==> src/rtl/ram_access_arbiter.sv <==
// ram_access_arbiter: shares one ram512x8 port between instruction fetch
// and data access with round-robin grants, MFC timeout and alignment checks.
module ram_access_arbiter #(
  parameter int ADDR_W  = 9,
  parameter int TIMEOUT = 15
) (
  input  logic              Clk,
  input  logic              reset,
  input  logic              fetchReq,
  input  logic [ADDR_W-1:0] fetchAddr,
  input  logic              dataReq,
  input  logic [ADDR_W-1:0] dataAddr,
  input  logic              dataRW,
  input  logic [1:0]        dataSize,
  input  logic              ramMFC,
  output logic              ramMFA,
  output logic              ramRW,
  output logic [ADDR_W-1:0] ramAddress,
  output logic [1:0]        ramDataSize,
  output logic              fetchDone,
  output logic              dataDone,
  output logic              irLoad,
  output logic              mdrLoad,
  output logic              busError,
  output logic [1:0]        errCode
);

  typedef enum logic [1:0] {
    IDLE,
    ACCESS,
    RELEASE,
    ERROR
  } state_t;

  localparam logic FETCH = 1'b1;
  localparam logic DATA  = 1'b0;

  localparam logic [1:0] SZ_HALF = 2'b01;
  localparam logic [1:0] SZ_WORD = 2'b10;

  localparam logic [1:0] ERR_NONE  = 2'b00;
  localparam logic [1:0] ERR_TIME  = 2'b01;
  localparam logic [1:0] ERR_ALIGN = 2'b10;

  localparam logic [8:0] LIMIT = 9'(TIMEOUT);

  state_t state;
  state_t state_n;

  logic owner;
  logic owner_n;
  logic last_owner;
  logic last_owner_n;
  logic [7:0] cnt;
  logic [7:0] cnt_n;

  logic [ADDR_W-1:0] addr_n;
  logic              rw_n;
  logic [1:0]        size_n;
  logic [1:0]        err_n;

  logic mfa_n;
  logic fdone_n;
  logic ddone_n;
  logic ir_n;
  logic mdr_n;
  logic berr_n;

  logic              grant_any;
  logic              grant_fetch;
  logic [ADDR_W-1:0] req_addr;
  logic              req_rw;
  logic [1:0]        req_size;
  logic              misaligned;
  logic              cnt_hit;

  assign grant_any = fetchReq | dataReq;

  // On a tie the requester that was not served last wins.
  always_comb begin
    grant_fetch = 1'b0;
    unique case (1'b1)
      fetchReq && dataReq:  grant_fetch = (last_owner != FETCH);
      fetchReq && !dataReq: grant_fetch = 1'b1;
      default:              grant_fetch = 1'b0;
    endcase
  end

  always_comb begin
    req_addr = grant_fetch ? fetchAddr : dataAddr;
    req_rw   = grant_fetch | dataRW;
    req_size = dataSize;
    if (grant_fetch || dataSize == 2'b11) begin
      req_size = SZ_WORD;
    end
  end

  always_comb begin
    misaligned = 1'b0;
    unique case (req_size)
      SZ_WORD: misaligned = |req_addr[1:0];
      SZ_HALF: misaligned = req_addr[0];
      default: misaligned = 1'b0;
    endcase
  end

  // Last ACCESS cycle allowed before the timeout fires.
  assign cnt_hit = ({1'b0, cnt} + 9'd1) == LIMIT;

  always_comb begin
    state_n      = state;
    owner_n      = owner;
    last_owner_n = last_owner;
    cnt_n        = cnt;
    addr_n       = ramAddress;
    rw_n         = ramRW;
    size_n       = ramDataSize;
    err_n        = errCode;
    unique case (state)
      IDLE: begin
        if (grant_any) begin
          owner_n      = grant_fetch;
          last_owner_n = grant_fetch;
          addr_n       = req_addr;
          rw_n         = req_rw;
          size_n       = req_size;
          cnt_n        = 8'd0;
          if (misaligned) begin
            state_n = ERROR;
            err_n   = ERR_ALIGN;
          end else begin
            state_n = ACCESS;
            err_n   = ERR_NONE;
          end
        end
      end
      ACCESS: begin
        cnt_n = cnt + 8'd1;
        if (ramMFC) begin
          state_n = RELEASE;
        end else if (cnt_hit) begin
          state_n = ERROR;
          err_n   = ERR_TIME;
        end
      end
      RELEASE: state_n = IDLE;
      ERROR:   state_n = IDLE;
      default: state_n = IDLE;
    endcase
  end

  // Output flops are loaded with the values of the state being entered.
  always_comb begin
    mfa_n   = (state_n == ACCESS);
    fdone_n = 1'b0;
    ddone_n = 1'b0;
    ir_n    = 1'b0;
    mdr_n   = 1'b0;
    berr_n  = 1'b0;
    if (state_n == RELEASE || state_n == ERROR) begin
      fdone_n = (owner_n == FETCH);
      ddone_n = (owner_n == DATA);
    end
    if (state_n == RELEASE) begin
      ir_n  = (owner_n == FETCH);
      mdr_n = (owner_n == DATA) && rw_n;
    end
    if (state_n == ERROR) begin
      berr_n = 1'b1;
    end
  end

  always_ff @(posedge Clk) begin
    if (reset) begin
      state       <= IDLE;
      owner       <= DATA;
      last_owner  <= DATA;
      cnt         <= 8'd0;
      ramMFA      <= 1'b0;
      ramRW       <= 1'b0;
      ramAddress  <= '0;
      ramDataSize <= 2'b00;
      fetchDone   <= 1'b0;
      dataDone    <= 1'b0;
      irLoad      <= 1'b0;
      mdrLoad     <= 1'b0;
      busError    <= 1'b0;
      errCode     <= ERR_NONE;
    end else begin
      state       <= state_n;
      owner       <= owner_n;
      last_owner  <= last_owner_n;
      cnt         <= cnt_n;
      ramMFA      <= mfa_n;
      ramRW       <= rw_n;
      ramAddress  <= addr_n;
      ramDataSize <= size_n;
      fetchDone   <= fdone_n;
      dataDone    <= ddone_n;
      irLoad      <= ir_n;
      mdrLoad     <= mdr_n;
      busError    <= berr_n;
      errCode     <= err_n;
    end
  end

endmodule

==> config.mk <==
export PLATFORM = sky130hd
export DESIGN_NAME = ram_access_arbiter
export DESIGN_NICKNAME = d
export VERILOG_FILES = /design/src/rtl/ram_access_arbiter.sv
export SDC_FILE = /design/constraint.sdc
export NUM_CORES = 1
export LEC_CHECK = 0
export BUFFER_PORTS_ARGS = -buffer_cell sky130_fd_sc_hd__buf_2
export CORE_ASPECT_RATIO = 0.7
export CORE_MARGIN = 5
export CORE_UTILIZATION = 52
export CTS_BUF_LIST = sky130_fd_sc_hd__clkbuf_8
export CTS_CLUSTER_DIAMETER = 50
export DETAILED_ROUTE_END_ITERATION = 10
export PLACE_DENSITY = 0.81
export SLEW_MARGIN = 20
export SYNTH_ARGS = -nofsm -noshare
export SYNTH_HDL_FRONTEND = slang
export SYNTH_SLANG_ARGS = --single-unit
==> constraint.sdc <==
create_clock -name Clk -period 2.3 [get_ports Clk]
set_input_delay 0 -clock Clk [delete_from_list [all_inputs] [get_ports Clk]]
set_output_delay 0 -clock Clk [all_outputs]
set_load 0.05 [all_outputs]
After elaboration in Yosys (flattened, before gate mapping)
Index checks and enable logic that the tools add are counted.
- reductions and logical operators: 15
- bitwise logic cells: 6
- equality and inequality tests: 13
- mux-type cells: 21
- add/subtract/negate cells: 2
- operators by type and width (cell ; count):
    two-way mux 2 bit ; 9
    case mux 8 bit (2 select lines) ; 1
    equality test 2 bit (second input constant) ; 6
    adder 8 x 1 -> 9 bit (second input constant) ; 1
    equality test 9 x 4 -> 1 bit (second input constant) ; 1
    two-way mux 9 bit ; 1
    adder 8 x 1 -> 8 bit (second input constant) ; 1
    two-way mux 8 bit ; 1
    OR reduction 2 bit ; 4
    equality test 2 x 1 -> 1 bit (second input constant) ; 3
    != test 2 bit (second input constant) ; 3
    case mux 2 bit (3 select lines) ; 1
    two-way mux 1 bit ; 5
    NOT 1 bit ; 4
    case mux 1 bit (2 select lines) ; 2
    case mux 2 bit (2 select lines) ; 1
    AND reduction 2 bit ; 2
    AND reduction 4 bit ; 1
    logical AND 1 bit ; 3
    logical NOT 2 bit ; 1
    logical OR 1 bit ; 2
    bitwise OR 1 bit ; 2
    nonzero test 2 bit ; 1
    logical NOT 1 bit ; 1
- register bits: 32
- bits of input ports: 26
- word-level logic and storage cells: 71
- output and inout bits: 20

Depth between registers and ports, before layout
Gate-level depths: netlist of the first run.
- depth in word-level cells: 14
- depth in mapped cells: 8

Worst setup path before layout of the first run
Ideal clock, no wire load.
- path kind: flip-flop to flip-flop
- start point: register cnt[0]
- end point: register fetchDone
- setup slack: 0.623 ns
- period minus slack after synthesis: 1.677 ns
- required time: 2.213 ns
- stages on the path, launching flop included: 7
- setup time: 0.087 ns
- data arrival time: 1.589 ns
- path through: dfxtp_1 ha_1 nand3_1 o21a_1 nor4_2 a211oi_2 nor4b_2
- longest elaborated chain between the ends: 9
- ends and longest elaborated chain (what ; RTL line ; text):
    start: declaration ; 54 ; logic [7:0] cnt;
    start signal: assignment ; 193 ; cnt <= cnt_n;
    adder 8 x 1 -> 9 bit (*) ; 108 ; assign cnt_hit = ({1'b0, cnt} + 9'd1) == LIMIT;
    equality test 9 x 4 -> 1 bit (*) ; 108 ;
    two-way mux 2 bit (*) ; 141 ; end else if (cnt_hit) begin
    two-way mux 2 bit (*) ; 139 ; if (ramMFC) begin
    case mux 2 bit (3 select lines) (*) ; 119 ; unique case (state)
    equality test 2 bit ; 160 ; if (state_n == RELEASE || state_n == ERROR) begin
    logical OR 1 bit (*) ; 160 ;
    NOT 1 bit (no line) (*) ; -- ;
    OR reduction 2 bit (no line) (*) ; -- ;
    end signal: assignment ; 198 ; fetchDone <= fdone_n;
    end: declaration ; 20 ; output logic fetchDone,
Every way passes the cells marked *; elsewhere a longest branch is shown, timed or not.
A chain may end at the register's enable or synchronous reset.

Worst setup path after layout of the first run
- start point: register last_owner
- end point: register busError
- longest elaborated chain between the ends: 11
- ends and longest elaborated chain (what ; RTL line ; text):
    start: declaration ; 52 ; logic last_owner;
    start signal: assignment ; 192 ; last_owner <= last_owner_n;
    NOT 1 bit (*) ; 83 ; fetchReq && dataReq: grant_fetch = (last_owner != FETCH);
    case mux 1 bit (2 select lines) (*) ; 82 ; unique case (1'b1)
    logical OR 1 bit (*) ; 93 ; if (grant_fetch || dataSize == 2'b11) begin
    two-way mux 2 bit (*) ; 93 ;
    named net req_size[0] ; 73 ; logic [1:0] req_size;
    equality test 2 x 1 -> 1 bit / equality test 2 bit (equally long branches) ; 100 ; unique case (req_size)
    case mux 1 bit (2 select lines) (*) ; 100 ;
    two-way mux 2 bit (*) ; 128 ; if (misaligned) begin
    two-way mux 2 bit (*) ; 121 ; if (grant_any) begin
    case mux 2 bit (3 select lines) (*) ; 119 ;
    equality test 2 bit (*) ; 168 ; if (state_n == ERROR) begin
    two-way mux 1 bit (*) ; 168 ;
    end signal: assignment ; 202 ; busError <= berr_n;
    end: declaration ; 24 ; output logic busError,
Mark *: on every way through the listed nets, which the timed path passes. The rest lies on a longest branch.

==> impl_metrics.tcl, run 1 <==
set metrics [dict create \
    r2r-start "last_owner$_SDFFE_PP0P_" \
    leakage_uw 0.000862 \
    min_path_cells 3 \
    startpoint "last_owner$_SDFFE_PP0P_" \
    numCtsBuffers 5 \
    die_y_um 54.4 \
    io_pins 46 \
    synth-seq-cells 32 \
    yosys.area_share.adder_pct 3.42 \
    path_buf_inv 1 \
    postCtsSetupBuffers 0 \
    fin_crit_ns 2.07 \
    yosysTopAreaCell "dfxtp_1" \
    setup_violations 0 \
    cts.sinks 32 \
    syn-cell-area_um2 1460 \
    cts-root-buf "clkbuf_8" \
    area_delta_synth_final_pct 25.0 \
    cts_tree "yes" \
    fin_crit_sh_pct 90.2 \
    setup.worst_path.class "reg -> reg" \
    multi_input_area_um2 767 \
    htreeDepth 2 \
    viasPerCell 5.36 \
    routed_wl_um 3610 \
    vdd.ir_drop.worst_uv 544 \
    synth_mux_area_share_pct 6.92 \
    worst_pin_slew_ns 0.537 \
    die_w_um 73.4 \
    initial_core_util_pct 53.4 \
    dp_slack_ns 0.296 \
    yosysTopAreaCellShare_pct 43.8 \
    drv_slew 0 \
    max_freq_mhz 482 \
    grt_max_degree 29 \
    ys_warn_count 0 \
    globalplace.congestion 0.897 \
    grt-ovfl-total 0 \
    cap_violations 0 \
    hold_viol 0 \
    initialDrtViolationCount 45 \
    synth_xor_area_share_pct 1.79 \
    worst_ep_arrival_time_ns 2.22 \
    grt_use_total_pct 20.0 \
    hp-class "in -> reg" \
    hpwl_um 2740 \
    power.density_nw_per_um2 834 \
    antenna_found_initial 0 \
    core-area_um2 2740 \
    ys_seq_area_share_pct 43.8 \
    reg2reg_slack_ns 0.23 \
    rsz0062_at_grt "false" \
    first_pass_iters 4 \
    synthCells 167 \
    grt_pass1_vias 1370 \
    final-instance-count-excl-fill 254 \
    synth.avg_cell_area_um2 8.77 \
    fin_area_um2 1830 \
    critPathLaunchType "register" \
    crit_chain "a21boi_2 > nor2_1 > nand2_1 > inv_1 > ha_1 > a32o_1 > a21oi_2 > nor4_1" \
    diodes 0 \
    fill_cells 236 \
    reg2regPathDepth 8 \
    io_buffers 45 \
    critPathMaxStageDelay_ns 0.43 \
    cts_resized 0 \
    layout.area.seq_um2 641 \
    wl_met1_um 1590 \
    wl_per_cell_um 14.2 \
    cp_top_family "compound AO/OA/AOI/OAI gates" \
    cts_buffer_depth 2 \
    synth-simple-area-share_pct 24.0 \
    drtAntennaViolNets 0 \
    worstSkewPairLatency_ns 0.28 \
    r2r_end "busError$_SDFF_PP0_" \
    ys_top_cells_by_area "dfxtp_1 44%, nor2_1 7.4%, mux2i_1 6.2%, a211oi_1 5.1%, nand2_1 4.1%" \
    fin_worst_skew_ns 0.00300 \
    cp_num_cells 8 \
    drc 0 \
    status "finished clean" \
    crit_required_ns 2.44 \
    drive_above_1_share_pct 28.9 \
    vias 1361 \
    syn-num-nets 197 \
    synth_top_family_by_area "simple AND/OR/NAND/NOR gates" \
    fin_ws_ns 0.225 \
    cp-end-kind "register" \
    slew_headroom_pct 64.0 \
    wl_met2_um 1700 \
    clkSlewWorstSetupHoldPaths_ns 0.06 \
    critPathMaxFanout 10 \
    fp.dieArea_um2 3990 \
    finalNetCount 247 \
    rows 16 \
    crit_path_top_delay_cell "a21boi_2" \
    timing.setup.tns_ns 0 \
    ys_types 36 \
    top_layer_used "met4" \
    synth-compound-area-share_pct 16.2 \
    placed_area_um2 1730 \
    dr_wl_met3_um 273 \
    dp_cells 245 \
    cp-endpoint "busError$_SDFF_PP0_" \
    grt_pass1_wl_um 6050 \
]
[report_power, final]
group,leakage (uW),internal (uW),total (uW),switching (uW)
Combinational,0.000546,133,452,320
Sequential,0.000263,611,647,36.3
Clock,0.0000538,235,427,192
[repair_timing]
item | in CTS | in global routing
endpoints found under the hold margin | 1 | 0
setup endpoints to repair | 0 | 0
hold buffers | 1 | 0
[cell usage after synthesis (all sizes together)]
| cell | instances |
|---|---|
| a211o | 1 |
| a211oi | 12 |
| a21bo | 1 |
| a21boi | 1 |
| a21oi | 8 |
| a2bb2oi | 1 |
| a311oi | 1 |
| a31oi | 1 |
| a32o | 1 |
| and3 | 2 |
| and4b | 1 |
| buf | 3 |
| clkbuf | 3 |
| dfxtp | 32 |
| ha | 4 |
| inv | 8 |
| mux2 | 1 |
| mux2i | 9 |
| nand2 | 16 |
| nand2b | 1 |
| nand3 | 4 |
| nand4 | 1 |
| nor2 | 29 |
| nor2b | 2 |
| nor3 | 8 |
| nor4 | 3 |
| nor4b | 1 |
| o21a | 2 |
| o21ai | 3 |
| or2 | 1 |
| or3 | 3 |
| xor2 | 3 |
[registers in the layout (all words and copies together), names as in the netlist]
| signal | count |
|---|---|
| busError | 1 |
| ramAddress | 9 |
| dataDone | 1 |
| ramRW | 1 |
| ramDataSize | 2 |
| fetchDone | 1 |
| cnt | 8 |
| irLoad | 1 |
| errCode | 2 |
| mdrLoad | 1 |
| owner | 1 |
| ramMFA | 1 |
| state | 2 |
| last_owner | 1 |
[layout by cell type (no fill, tap or decap), drive strengths merged]
cell type	instances
buf	48
dfxtp	32
nor2	29
nand2	16
a211oi	12
inv	10
mux2i	9
a21oi	8
nor3	8
clkbuf	6
nand3	4
ha	4
xor2	3
o21ai	3
or3	3
nor4	3
and3	2
nor2b	2
o21a	2
a21boi	1
nand2b	1
or2	1
a2bb2oi	1
a211o	1
a31oi	1
mux2	1
a32o	1
nor4b	1
and4b	1
nand4	1
a21bo	1
a311oi	1
dlygate4sd3	1
[worst min path at each step]
stage | to | start | slack [ns]
floorplan | ramRW$_SDFF_PP0_ | dataRW | 0.14
global placement | ramRW$_SDFF_PP0_ | dataRW | 0.27
finish | ramAddress[5]$_SDFFE_PP0P_ | dataAddr[5] | 0.07
detailed placement | ramRW$_SDFF_PP0_ | dataRW | 0.26
global route | ramAddress[7]$_SDFFE_PP0P_ | dataAddr[7] | 0.09
CTS | ramAddress[5]$_SDFFE_PP0P_ | dataAddr[5] | 0.07
[worst min-delay path, cell delays in order]
cell and delay (ns):
buf_2 0.09, mux2i_1 0.12, a211oi_1 0.08
[kinds of logic (layout without fill, tap and decap cells)]
kind of cell    Yosys count  count (layout)
compound gates           32              32
xor+xnor                  3               3
fa+ha+maj                 4               4
buf+inv                  14              65
flops                    32              32
mux                      10              10
simple gates             72              72
[cell type report]
class	count	share of cell area [%]
Tap cell	36	2.46
Clock inverter	2	0.410
Timing Repair Buffer	49	14.1
Clock buffer	6	4.51
Inverter	8	1.64
Multi-Input combinational cell	121	41.9
Sequential cell	32	35.0
[metrics by stage]
| step | utilization, % | power (uW) | hold WS [ns] |
|---|---|---|---|
| global placement | 63.1 | 1090 | 0.269 |
| CTS | 66.7 | 1530 | 0.0661 |
| detailed placement | 63.1 | 1110 | 0.262 |
| finish | 66.7 | 1530 | 0.0681 |
| global route | 66.7 | 1600 | 0.0875 |
| floorplan | - | 987 | 0.142 |
[per-layer routing]
| layer | track usage [%] | up-vias |
|---|---|---|
| met5 | 0 | - |
| met4 | 8.13 | 0 |
| met3 | 6.06 | 7 |
| met2 | 35.0 | 43 |
| met1 | 23.0 | 623 |
| li1 | - | 688 |
Note: power is estimated with default switching activity, not from simulation.
==> run 2, diff against run 1 <==
ABC_AREA = 1   (was unset)
PLACE_DENSITY = 0.92   (was 0.81)
==> impl_metrics.tcl, run 2 <==
set metrics [dict create \
    finalNetCount 293 \
    synth.avg_cell_area_um2 7.32 \
    cts_tree "yes" \
    drtAntennaViolNets 0 \
    grt_pass1_vias 1509 \
    placed_area_um2 1740 \
    reg.largest.list "ramAddress (9), cnt (8)" \
    antenna_found_initial 0 \
    core-area_um2 2780 \
    synthFlopType "dfxtp_1" \
    viasPerCell 5.19 \
    fin_worst_skew_ns 0.00561 \
    cp-end-kind "register" \
    p_int_uw 980 \
    grt_pass1_wl_um 6580 \
    power_switching_uw 565 \
    ys_types 27 \
    initial_core_util_pct 53.7 \
    clkSlewWorstSetupHoldPaths_ns 0.06 \
    wl_per_cell_um 12.8 \
    power.density_nw_per_um2 793 \
    syn-cell-area_um2 1490 \
    fp.dieArea_um2 4060 \
    rows 16 \
    p_comb_share_pct 30.5 \
    worst_pin_slew_ns 0.419 \
    clkPwrFrac_pct 27.8 \
    synth-edff-count 0 \
    worst_ep_arrival_time_ns 2.26 \
    synth_most_common_cell "nand2_1" \
    sw_frac_of_total_pct 36.6 \
    area_delta_synth_final_pct 30.4 \
    hp-class "in -> reg" \
    io_pins 46 \
    initialDrtViolationCount 110 \
    violations "negative hold slack" \
    postCtsSetupBuffers 0 \
    vdd.ir_drop.worst_uv 617 \
    cts-root-buf "clkbuf_8" \
    ys_top_cells_by_area "dfxtp_1 43%, nand2_1 12%, inv_1 5.8%, nor2_1 5.3%, a21oi_1 5.0%" \
    largest_register_ffs 9 \
    path_buf_inv 2 \
    slew_headroom_pct 71.8 \
    crit_path_top_delay_cell "dfxtp_1" \
    die_w_um 74.1 \
    dp_slack_ns 0.228 \
    synthTopCellsByCount "47 x nand2_1, 32 x dfxtp_1, 23 x inv_1" \
    drive_above_1_share_pct 26.9 \
    cap_violations 0 \
    grt_use_total_pct 21.7 \
    fin_area_um2 1950 \
    crit_chain "nand2_1 > nand2_2 > inv_2 > nor2_2 > nand2_1 > inv_1 > ha_1 > nor2_1 > o21ai_2 > nand2_1 > o21ai_4 > nand3_2 > nor2_1" \
    setup_violations 0 \
    drc 0 \
    cts_buffer_depth 2 \
    cp_top_family "simple AND/OR/NAND/NOR gates" \
    first_pass_iters 4 \
    max_freq_mhz 489 \
    worstSkewPairLatency_ns 0.28 \
    p_seq_share_pct 41.6 \
    htreeDepth 2 \
    crit_top_cell "nand2_1" \
    rsz0062_at_grt "false" \
    final_common_cell "nand2_1" \
    cts.sinks 32 \
    top_register "ramAddress" \
    fin_crit_ns 2.05 \
    grt-ovfl-total 0 \
    critPathMaxFanout 13 \
    status "complete, but fails checks" \
    timing.setup.tns_ns 0 \
    hpwl_um 2520 \
    vias 1556 \
    final_cell_mix "47 x nand2_1, 45 x buf_2, 32 x dfxtp_1, 25 x inv_1, 20 x nor2_1" \
    routed_wl_um 3830 \
    synth-seq-cells 32 \
    critPathLaunchType "register" \
    crit_required_ns 2.51 \
    drv_slew 0 \
    io_buffers 45 \
    whs_ns -0.00704 \
    diodes 0 \
    leakage_uw 0.000940 \
    ys_warn_count 0 \
    syn-num-nets 234 \
    ys_seq_area_share_pct 42.9 \
    hold_viol 1 \
    fin_crit_sh_pct 89.0 \
    grt_max_degree 26 \
    yosysTopAreaCell "dfxtp_1" \
    numCtsBuffers 5 \
    globalplace.congestion 0.851 \
    setup.worst_path.class "reg -> reg" \
    yosysTopAreaCellShare_pct 42.9 \
    critPathMaxStageDelay_ns 0.34 \
    synth-async-reset-ratio_pct 0 \
    fin_ws_ns 0.253 \
    synthCells 204 \
    die_y_um 54.8 \
]
-- run 2: final timing paths --
path                                 from  depth (start not counted)  slack (ns)                           to
setup / recovery  last_owner$_SDFFE_PP0P_                         13        0.25          dataDone$_SDFF_PP0_
hold reg to reg   errCode[0]$_SDFFE_PP0P_                          2        0.45      errCode[0]$_SDFFE_PP0P_
setup reg to reg  last_owner$_SDFFE_PP0P_                         13        0.25          dataDone$_SDFF_PP0_
hold / removal                dataSize[1]                          3      -0.007  ramDataSize[1]$_SDFFE_PP0P_
-- run 2: power by group through the flow --
stage	Sequential, uW	Combinational [uW]	Clock (uW)
floorplan	811	175	0
global placement	651	429	0
detailed placement	653	434	0
CTS	642	465	435
global route	651	511	465
finish	643	472	430
-- run 2: stage by stage --
| stage | hold slack (ns) | total power [uW] | cells | utilization [%] |
|---|---|---|---|---|
| 4_1_cts | 0.00642 | 1540 | 300 | 69.9 |
| 5_1_grt | 0.0114 | 1630 | 300 | 70.0 |
| 3_3_place_gp | 0.274 | 1080 | 280 | 62.4 |
| 2_1_floorplan | 0.0624 | 985 | 204 | - |
| 3_5_place_dp | 0.278 | 1090 | 280 | 62.4 |
| 6_report | -0.00704 | 1550 | 300 | 70.0 |
-- run 2: per-layer routing --
metal	vias up	part of all wire [%]	track usage, %
met3	13	6.7	6.06
met4	0	2.8	11.4
met1	702	45	26.9
met2	59	46	34.6
li1	782	-	-
met5	-	0	0
-- run 2: layout make-up --
type                       instances  area (um^2)
fill                             209          835
clock inverter                     2         7.51
timing repair buffer              57          345
inverter                          25         93.8
tap                               36         45.0
multi-input combinational        142          733
sequential                        32          641
clock buffer                       6         82.6
-- run 2: kinds of logic (layout without fill, tap and decap cells) --
| family | count (synthesis) | count (layout) | synth area share [%] |
|---|---|---|---|
| DFF | 32 | 32 | 42.9 |
| adders and majority gates | 4 | 4 | 3.35 |
| and+or+nand+nor | 98 | 98 | 30.0 |
| AOI/OAI and AO/OA | 40 | 40 | 15.6 |
| buffers and inverters | 30 | 90 | 8.21 |
-- run 2: what timing repair did --
action                                  in CTS  in global routing
resized for setup                            0                  1
endpoints found under the hold margin        6                  0
hold buffers                                12                  0
endpoints found under the setup margin       0                  5
-- run 2: worst register-to-register path, delay by kind of cell, from the launching register on --
family	cells	cell delay, ns
flip-flops	1	0.34
AND/OR/NAND/NOR	8	0.99
buffers and inverters	2	0.22
AO/OA/AOI/OAI	2	0.29
adder cells (fa/ha/maj)	1	0.14
==> run 3, diff against run 2 <==
ABC_AREA = unset   (was 1)
BUFFER_PORTS_ARGS = -buffer_cell sky130_fd_sc_hd__buf_4   (was -buffer_cell sky130_fd_sc_hd__buf_2)
CORE_UTILIZATION = 40   (was 52)
PLACE_DENSITY = 0.76   (was 0.92)
==> impl_metrics.tcl, run 3 (synthesized netlist as in run 1, its figures left out) <==
set metrics [dict create \
    globalplace.congestion 0.910 \
    numCtsBuffers 5 \
    cts.sinks 32 \
    power.density_nw_per_um2 856 \
    drtAntennaViolNets 0 \
    p_seq_share_pct 37.7 \
    critPathMaxFanout 6 \
    vdd.ir_drop.worst_uv 511 \
    worst_ep_arrival_time_ns 2.05 \
    grt_max_degree 29 \
    drc 0 \
    timing.setup.tns_ns 0 \
    finalNetCount 248 \
    sw_frac_of_total_pct 32.2 \
    cp_top_family "simple AND/OR/NAND/NOR gates" \
    path_buf_inv 0 \
    worstSkewPairLatency_ns 0.28 \
    hold_viol 0 \
    slew_headroom_pct 65.3 \
    power_switching_uw 552 \
    hp-class "in -> reg" \
    final_common_cell "buf_4" \
    cp-end-kind "register" \
    clkSlewWorstSetupHoldPaths_ns 0.07 \
    setup_violations 0 \
    cap_violations 0 \
    die_y_um 60.6 \
    max_freq_mhz 539 \
    die_w_um 82.3 \
    hpwl_um 2580 \
    critPathLaunchType "register" \
    viasPerCell 4.99 \
    grt_pass1_wl_um 5780 \
    cts_tree "yes" \
    cts_buffer_depth 2 \
    crit_required_ns 2.49 \
    r2r_end "fetchDone$_SDFF_PP0_" \
    cts-root-buf "clkbuf_8" \
    rsz0062_at_grt "false" \
    p_int_uw 1160 \
    vias 1342 \
    fin_crit_sh_pct 80.7 \
    min-delay-start "dataAddr[5]" \
    fin_crit_ns 1.86 \
    first_pass_iters 4 \
    status "finished clean" \
    postCtsSetupBuffers 0 \
    p_comb_share_pct 28.5 \
    crit_chain "ha_1 > nand3_1 > o21a_1 > nor4_2 > a211oi_2 > nor4b_2" \
    rows 18 \
    crit_path_top_delay_cell "dfxtp_1" \
    reg2reg_slack_ns 0.44 \
    grt_pass1_vias 1211 \
    critPathMaxStageDelay_ns 0.40 \
    area_delta_synth_final_pct 36.9 \
    worst_pin_slew_ns 0.519 \
    io_buffers 45 \
    drv_slew 0 \
    r2r-start "cnt[0]$_SDFFE_PP0P_" \
    reg2regPathDepth 6 \
    io_pins 46 \
    fp.dieArea_um2 4990 \
    largest_register_ffs 9 \
    hold_end "ramAddress[5]$_SDFFE_PP0P_" \
    power_uw 1720 \
    reg.largest.list "ramAddress (9), cnt (8)" \
    final_cell_mix "49 x buf_4, 32 x dfxtp_1, 29 x nor2_1, 16 x nand2_1, 10 x a211oi_1" \
    leakage_uw 0.000904 \
    setup.worst_path.class "reg -> reg" \
    wl_per_cell_um 12.9 \
    cp_num_cells 6 \
    initial_core_util_pct 41.4 \
    core-area_um2 3540 \
    grt-ovfl-total 0 \
    drive_above_1_share_pct 30.1 \
    fin_worst_skew_ns 0.00798 \
    min_path_cells 3 \
    routed_wl_um 3480 \
    top_register "ramAddress" \
    antenna_found_initial 0 \
    clkPwrFrac_pct 33.8 \
    diodes 0 \
    htreeDepth 2 \
    initialDrtViolationCount 51 \
    grt_use_total_pct 15.7 \
]
## run 3: changes by cell type in the layout (fill, tap and decap cells not counted), moves of 10 or more
cell | before | now
dlygate4sd3_1 | 12 | 1
buf_4 | 0 | 49
nand2_1 | 47 | 16
inv_1 | 25 | 8
buf_2 | 45 | 0
o21ai_0 | 13 | 3
## run 3: routing by layer
layer  part of all wire [%]  wire length (um)  global-route usage [%]  up-vias
met5                      0                 0                       0        -
met3                    6.4               222                    5.34        4
met2                     41              1420                    21.0       41
li1                       -                 -                       -      692
met4                    1.1                39                    6.40        0
met1                     52              1790                    22.9      605
## run 3: power by group through the flow
stage               Combinational, uW  Sequential, uW  Clock [uW]
finish                            488             647         580
global route                      526             655         619
CTS                               491             647         595
detailed placement                488             659           0
global placement                  485             657           0
floorplan                         178             808           0
## run 3: area by class of cell
| type | count | area (um^2) |
|---|---|---|
| Fill cell | 341 | 1530 |
| Multi-Input combinational cell | 121 | 767 |
| Sequential cell | 32 | 641 |
| Timing Repair Buffer | 50 | 378 |
| Clock buffer | 7 | 96.3 |
| Tap cell | 50 | 62.6 |
| Clock inverter | 1 | 30.0 |
| Inverter | 8 | 30.0 |
## run 3: how the worst max path moves through the flow
stage                                  from              endpoint  slack [ns]
floorplan               cnt[0]$_SDFFE_PP0P_  fetchDone$_SDFF_PP0_        0.62
detailed placement      cnt[0]$_SDFFE_PP0P_  fetchDone$_SDFF_PP0_        0.47
global route            cnt[0]$_SDFFE_PP0P_  fetchDone$_SDFF_PP0_        0.31
global placement    last_owner$_SDFFE_PP0P_   dataDone$_SDFF_PP0_        0.53
CTS                     cnt[0]$_SDFFE_PP0P_  fetchDone$_SDFF_PP0_        0.44
finish                  cnt[0]$_SDFFE_PP0P_  fetchDone$_SDFF_PP0_        0.44
## run 3: worst register-to-register path: stages, from the launching register on
cell and delay, ns:
dfxtp_1 0.40, ha_1 0.24, nand3_1 0.16, o21a_1 0.24, nor4_2 0.28, a211oi_2 0.18, nor4b_2 0.27
## run 3: stage by stage
stage	instance area (um^2)	worst slack (ns)	hold WS (ns)	std cells	util, %
after floorplan	1460	0.623	0.142	167	-
after global placement	1870	0.526	0.256	260	52.8
after detailed placement	1870	0.467	0.248	260	52.8
after CTS	2000	0.438	0.0601	269	56.7
after global routing	2000	0.314	0.0677	269	56.7
final	2000	0.443	0.0642	269	56.7
## run 3: what timing repair did
item,4_1_cts,5_1_grt
hold buffers,1,0
gates resized for setup,0,0
endpoints found under the hold margin,1,0
